[src/rtl/aes_v2_pkg.sv]
// Shared types and constants for the AES issue stage.
// State encoding, req_op bit layout and default busy timeout.
package aes_v2_pkg;

  typedef enum logic [1:0] {
    IDLE = 2'd0,
    BUSY = 2'd1,
    RESP = 2'd2
  } state_e;

  localparam int OP_SUB = 2;
  localparam int OP_ENC = 1;
  localparam int OP_ROT = 0;

  localparam int TIMEOUT_DEF = 15;

  typedef struct packed {
    logic sub;
    logic enc;
    logic rot;
  } aes_op_t;

endpackage

[src/rtl/aes_v2_issue.sv]
// AES issue stage: IDLE -> BUSY -> RESP with busy timeout.
// Define AES_V2_ISSUE_DEC_EN to forward decrypt ops downstream.
module aes_v2_issue
  import aes_v2_pkg::*;
#(
  parameter int TIMEOUT = TIMEOUT_DEF
) (
  input  logic        g_clk,
  input  logic        g_resetn,
  input  logic        req_valid,
  output logic        req_ready,
  input  logic [2:0]  req_op,
  input  logic [31:0] req_rs1,
  input  logic [31:0] req_rs2,
  output logic        aes_valid,
  output logic        aes_sub,
  output logic        aes_enc,
  output logic        aes_rot,
  output logic [31:0] aes_rs1,
  output logic [31:0] aes_rs2,
  input  logic        aes_ready,
  input  logic [31:0] aes_rd,
  output logic        rsp_valid,
  input  logic        rsp_ready,
  output logic [31:0] rsp_rd,
  output logic        rsp_err
);

  localparam logic [7:0] TO_LAST = 8'(TIMEOUT - 1);

  state_e      state_q, state_d;
  logic [7:0]  cnt_q, cnt_d;
  aes_op_t     op_q, op_d;
  logic [31:0] rs1_q, rs1_d;
  logic [31:0] rs2_q, rs2_d;
  logic [31:0] rd_q, rd_d;
  logic        err_q, err_d;
  logic        dec_stop;

`ifdef AES_V2_ISSUE_DEC_EN
  assign dec_stop = 1'b0;
`else
  // decrypt is unsupported here: answer with an error, skip downstream
  assign dec_stop = ~req_op[OP_ENC];
`endif

  always_comb begin
    state_d = state_q;
    cnt_d   = cnt_q;
    op_d    = op_q;
    rs1_d   = rs1_q;
    rs2_d   = rs2_q;
    rd_d    = rd_q;
    err_d   = err_q;
    unique case (state_q)
      IDLE: begin
        if (req_valid) begin
          if (dec_stop) begin
            state_d = RESP;
            rd_d    = '0;
            err_d   = 1'b1;
          end else begin
            state_d = BUSY;
            cnt_d   = '0;
            op_d    = aes_op_t'(req_op);
            rs1_d   = req_rs1;
            rs2_d   = req_rs2;
          end
        end
      end
      BUSY: begin
        cnt_d = cnt_q + 8'd1;
        if (aes_ready) begin
          state_d = RESP;
          rd_d    = aes_rd;
          err_d   = 1'b0;
        end else if (cnt_q == TO_LAST) begin
          state_d = RESP;
          rd_d    = '0;
          err_d   = 1'b1;
        end
      end
      RESP: begin
        if (rsp_ready) state_d = IDLE;
      end
      default: state_d = IDLE;
    endcase
  end

  always_ff @(posedge g_clk or negedge g_resetn) begin
    if (!g_resetn) begin
      state_q <= IDLE;
      cnt_q   <= '0;
      op_q    <= '0;
      rs1_q   <= '0;
      rs2_q   <= '0;
      rd_q    <= '0;
      err_q   <= 1'b0;
    end else begin
      state_q <= state_d;
      cnt_q   <= cnt_d;
      op_q    <= op_d;
      rs1_q   <= rs1_d;
      rs2_q   <= rs2_d;
      rd_q    <= rd_d;
      err_q   <= err_d;
    end
  end

  assign req_ready = (state_q == IDLE);
  assign aes_valid = (state_q == BUSY);
  assign rsp_valid = (state_q == RESP);
  assign aes_sub   = op_q.sub;
  assign aes_enc   = op_q.enc;
  assign aes_rot   = op_q.rot;
  assign aes_rs1   = rs1_q;
  assign aes_rs2   = rs2_q;
  assign rsp_rd    = rd_q;
  assign rsp_err   = err_q;

endmodule

[config.mk]
export PLATFORM = sky130hd
export DESIGN_NAME = aes_v2_issue
export DESIGN_NICKNAME = d
export VERILOG_FILES = /design/src/rtl/aes_v2_pkg.sv /design/src/rtl/aes_v2_issue.sv
export SDC_FILE = /design/constraint.sdc
export NUM_CORES = 1
export LEC_CHECK = 0
export CAP_MARGIN = 20
export CORE_MARGIN = 5
export CORE_UTILIZATION = 46
export DETAILED_ROUTE_END_ITERATION = 10
export GPL_TIMING_DRIVEN = 1
export PLACE_DENSITY = 0.86
export SKIP_CTS_REPAIR_TIMING = 1
export SLEW_MARGIN = 0
export SYNTH_ARGS = -nofsm -noshare
export SYNTH_HDL_FRONTEND = slang
export SYNTH_SLANG_ARGS = --single-unit
[constraint.sdc]
create_clock -name g_clk -period 2.8 [get_ports g_clk]
set_input_delay 0.28 -clock g_clk [delete_from_list [all_inputs] [get_ports g_clk]]
set_output_delay 0.28 -clock g_clk [all_outputs]
set_load 0.01 [all_outputs]
# Yosys cells after proc, flatten, opt, wreduce, memory -nomap -nowiden
# Cells that the tools add are included.
[word_totals]
ff_bits = 110
latchBits = 0
mem_bits_rw = 0
rom_bits = 0
inputBits = 104
out_inout_bits = 103
wordCells = 43
n_memories = 0
[op_classes]
n_addsub = 1
multipliers = 0
div_mod_pow = 0
order_cmp = 0
n_eq_ne = 8
shifts = 0
mux = 19
bitwise_logic = 0
reduce_logical = 6
[op_table]
columns = ["operator", "count"]
rows = [
  ["$mux W32", 4],
  ["$pmux W32 S2", 1],
  ["$mux W8", 2],
  ["$pmux W8 S2", 1],
  ["$mux W2", 5],
  ["$reduce_and A3 Y1", 3],
  ["$add A8 B1 Y8 const B", 1],
  ["$eq A8 B4 Y1 const B", 1],
  ["$pmux W2 S3", 1],
  ["$mux W1", 4],
  ["$ne A2 B1 Y1 const B", 2],
  ["$ne A2 B2 Y1 const B", 2],
  ["$reduce_and A4 Y1", 1],
  ["$ne A3 B1 Y1 const B", 1],
  ["$eq A2 B1 Y1 const B", 1],
  ["$eq A2 B2 Y1 const B", 1],
  ["$logic_not A2 Y1", 1],
  ["$pmux W1 S2", 1],
  ["$reduce_bool A2 Y1", 1],
]

# Logic depth before layout (Yosys ltp)
[depth]
depth_word = 4
mapped_depth = 7
mapped_depth_nobuf = 5

# Least setup slack after synthesis
# No wires, ideal clock.
[synth_timing]
path_kind = "register to register"
start = "register cnt_q[0]"
end = "register rd_q[0], in the netlist rsp_rd[0]"
arrival_time_ns = 1.525
required_time_ns = 2.662
path_slack_ns = 1.137
path_stages_with_launch = 8
path_buffers = 2
period_less_slack_ns = 1.663
cell_sequence = "dfrtp_1 inv_1 ha_1 or4b_1 buf_6 buf_8 o211ai_2 o211ai_1"
[synth_via]
elab_chain_cells = 3
[synth_lines]
columns = ["element", "line", "text"]
rows = [
  ["from (decl)", "aes_v2_issue.sv:32", "logic [7:0] cnt_q, cnt_d;"],
  ["from (signal assigned)", "aes_v2_issue.sv:101", "cnt_q <= cnt_d;"],
  ["$eq A8 B4 Y1", "aes_v2_issue.sv:77", "end else if (cnt_q == TO_LAST) begin"],
  ["$ne A3 B1 Y1 (no line)", "n/a", ""],
  ["$reduce_and A4 Y1 (no line)", "n/a", ""],
  ["to (signal assigned)", "aes_v2_issue.sv:105", "rd_q <= rd_d;"],
  ["to (decl)", "aes_v2_issue.sv:36", "logic [31:0] rd_q, rd_d;"],
]
# Every way passes these cells.
# A chain may end at the register's enable or synchronous reset.

# Worst setup path in the final report
[layout_timing]
start = "register state_q[1]"
end = "output port rsp_valid"
[layout_via]
elab_chain_cells = 1
[layout_lines]
columns = ["element", "line", "text"]
rows = [
  ["from (decl)", "aes_v2_issue.sv:31", "state_e state_q, state_d;"],
  ["from (signal assigned)", "aes_v2_issue.sv:100", "state_q <= state_d;"],
  ["$eq A2 B2 Y1", "aes_v2_issue.sv:112", "assign rsp_valid = (state_q == RESP);"],
  ["to (decl)", "aes_v2_issue.sv:23", "output logic rsp_valid,"],
]
# Every way passes these cells.

==> impl_metrics.env <==
export IMPL_mostFrequentLayoutCell="nand2_1"
export IMPL_vias_per_cell=5.06
export IMPL_outcome="completed"
export IMPL_cts_buffer_depth=2
export IMPL_ctsHtreeMaxLevel=3
export IMPL_cts_sinks=110
export IMPL_ys_seq_area_share_pct=55.9
export IMPL_clock_skew_ns=0.00751
export IMPL_port_buffers=206
export IMPL_diodes=0
export IMPL_pin_count=207
export IMPL_sw_frac_of_total_pct=35.9
export IMPL_finalNetCount=824
export IMPL_slowest_stage="dfrtp_1"
export IMPL_yosysWarnings=0
export IMPL_route_met3_wl_um=1620
export IMPL_path_class="reg -> out"
export IMPL_wl_met2_um=6850
export IMPL_rsz0062_at_grt="no"
export IMPL_cp_end_kind="primary output"
export IMPL_grt_total_usage_pct=22.9
export IMPL_cp_data_arrival_time_ns=1.84
export IMPL_seq_power_share_pct=40.2
export IMPL_dr_pass1_iters=4
export IMPL_comb_power_share_pct=43.9
export IMPL_wl_met1_um=5700
export IMPL_dp_hpwl_um=10300
export IMPL_place_gp_congestion=0.783
export IMPL_maxSlewViolCount=0
export IMPL_post_dp_cell_area_mm2=0.00711
export IMPL_pwr_share_clk_pct=15.9
export IMPL_clock_latency_ns=0.38
export IMPL_cp_cell_sequence="nor2b_1 -> clkdlybuf4s50_1"
export IMPL_core_mm2=0.0104
export IMPL_timing_final_ws_setup_ns=0.684
export IMPL_layout_common_cells="nand2_1, clkdlybuf4s50_1, dfrtp_1"
export IMPL_intPower_mw=4.31
export IMPL_yosysUniqueCellTypes=30
export IMPL_antenna_found_initial=0
export IMPL_ff2ff_setup_slack_ns=0.79
export IMPL_grt_max_degree=72
export IMPL_fmax_ghz=0.473
export IMPL_hold_viol=0
export IMPL_rows=37
export IMPL_drive_gt1_share_pct=8.44
export IMPL_required_ns=2.52
export IMPL_max_cap_viol_count=0
export IMPL_multi_input_area_mm2=0.00187
export IMPL_design_area_mm2=0.00737
export IMPL_start_util_pct=47.5
export IMPL_ant_nets=0
export IMPL_synth_seq_cells=110
export IMPL_p_leak_nw=3.44
export IMPL_overflow=0
export IMPL_fin_tns_setup_ns=0
export IMPL_hold_path_class="in -> reg"
export IMPL_dieArea_mm2=0.0129
export IMPL_grt_pass1_vias=4670
export IMPL_num_fill_cells=755
export IMPL_die_h_um=113
export IMPL_synthesis_nets=632
export IMPL_switchingPower_mw=2.42
export IMPL_startpoint_type="register"
export IMPL_power_density_mw_per_mm2=914
export IMPL_drt_initial_drc_count=246
export IMPL_syn_to_final_growth_pct=49.7
export IMPL_regArea_mm2=0.00275
export IMPL_relSlewSlack_pct=41.1
export IMPL_cts_tree="done"
export IMPL_drc=0
export IMPL_max_vdd_ir_drop_mv=0.626
export IMPL_place_ws_ns=0.526
export IMPL_clkSlewWorstSetupHoldPaths_ns=0.11
export IMPL_cts_buffers=9
export IMPL_avgSynthCellArea_um2=9.36
export IMPL_synthesis_area_mm2=0.00492
export IMPL_period_minus_slack_ns=2.12
export IMPL_top_layer="met4"
export IMPL_grt_pass1_wl_um=23700
export IMPL_wl_um=14400
export IMPL_root_buffer="clkbuf_8"
export IMPL_finalSetupViolations=0
export IMPL_synthCells=526
export IMPL_critPathMaxFanout=12
export IMPL_period_share_pct=75.6
export IMPL_slowest_delay_ns=0.64
export IMPL_die_w_um=113
export IMPL_tightest_slew_ns=0.883
export IMPL_vias=4348
export IMPL_routedWlPerCell_um=16.8
==> synth_stat cells, drive strengths merged <==
cell type  instances  area share [%]
nand2            233              18
dfrtp            110              56
o211ai            65              13
inv               39             3.0
buf               22             3.0
clkbuf            13            0.99
a21oi              7            0.71
o21ai              6            0.61
nand2b             5            0.64
o31ai              4            0.61
or4                4            0.61
ha                 2            0.51
nand3b             2            0.31
a22o               1            0.18
and3b              1            0.18
mux2i              1            0.20
nand3              1            0.10
nand4              1            0.13
nand4bb            1            0.23
nor2               1           0.076
nor2b              1            0.13
nor3b              1            0.25
nor4b              1            0.18
nor4bb             1            0.20
o211a              1            0.20
or3                1            0.13
or4b               1            0.20
==> state kept, by name, summed over array words and instances (netlist names) <==
signal	count
aes_rs2	32
rsp_rd	32
aes_sub	1
aes_enc	1
aes_rot	1
rsp_err	1
cnt_q	8
aes_rs1	32
state_q	2
==> power by group through the flow <==
stage / sequential [mW] / combinational (mW) / clock (mW)
3_3_place_gp: 2.67 / 2.90 / 0
5_1_grt: 2.80 / 3.23 / 1.16
2_1_floorplan: 2.92 / 0.970 / 0
3_5_place_dp: 2.72 / 2.96 / 0
6_report: 2.70 / 2.96 / 1.07
4_1_cts: 2.71 / 2.98 / 1.09
==> critical path: cells and delay by family (launching register included) <==
kind,cells,cell delay [ns]
buffers and inverters,1,0.60
and+or+nand+nor,1,0.23
DFF,1,0.64
==> logic make-up after synthesis <==
kind of cell | count (synthesis) | share of synthesized area, %
AND/OR/NAND/NOR | 255 | 21.1
flip-flops | 110 | 55.9
AO/OA/AOI/OAI | 84 | 15.3
buffers and inverters | 74 | 6.94
adder cells (fa/ha/maj) | 2 | 0.508
multiplexers | 1 | 0.203
==> cell type report <==
cell class | count | share of cell area [%]
clock buffers | 9 | 1.68
multi-input cells | 342 | 25.4
flip-flops and latches | 110 | 37.4
repair buffers | 216 | 30.0
well taps | 136 | 2.31
clock inverters | 7 | 1.32
inverters | 39 | 1.99
==> metal layers <==
metal | global-route usage, % | vias to the layer above
li1 | - | 2088
met1 | 27.9 | 2077
met2 | 36.5 | 160
met3 | 10.7 | 23
met4 | 6.49 | 0
met5 | 0 | -
==> through the flow <==
step | power, mW | util [%] | cells | hold WS (ns)
after floorplan | 3.89 | - | 526 | -0.0156
after global placement | 5.57 | 68.5 | 841 | 0.290
after detailed placement | 5.69 | 68.5 | 841 | 0.300
after CTS | 6.78 | 70.7 | 857 | -0.118
after global routing | 7.20 | 71.0 | 859 | 0.400
final | 6.73 | 71.0 | 859 | 0.415
==> worst paths after layout <==
path                             startpoint          end  cells after the start
worst max-delay path             state_q[1]    rsp_valid                      2
worst min-delay path            req_rs1[23]  aes_rs1[23]                      3
worst max register to register     cnt_q[0]   state_q[1]                      6
worst min register to register   aes_rs2[4]   aes_rs2[4]                      2
max in group asynchronous          g_resetn  aes_rs2[21]                      3
min in group asynchronous          g_resetn   aes_rs1[1]                      2
No activity file was read; power rests on OpenSTA's default activity.
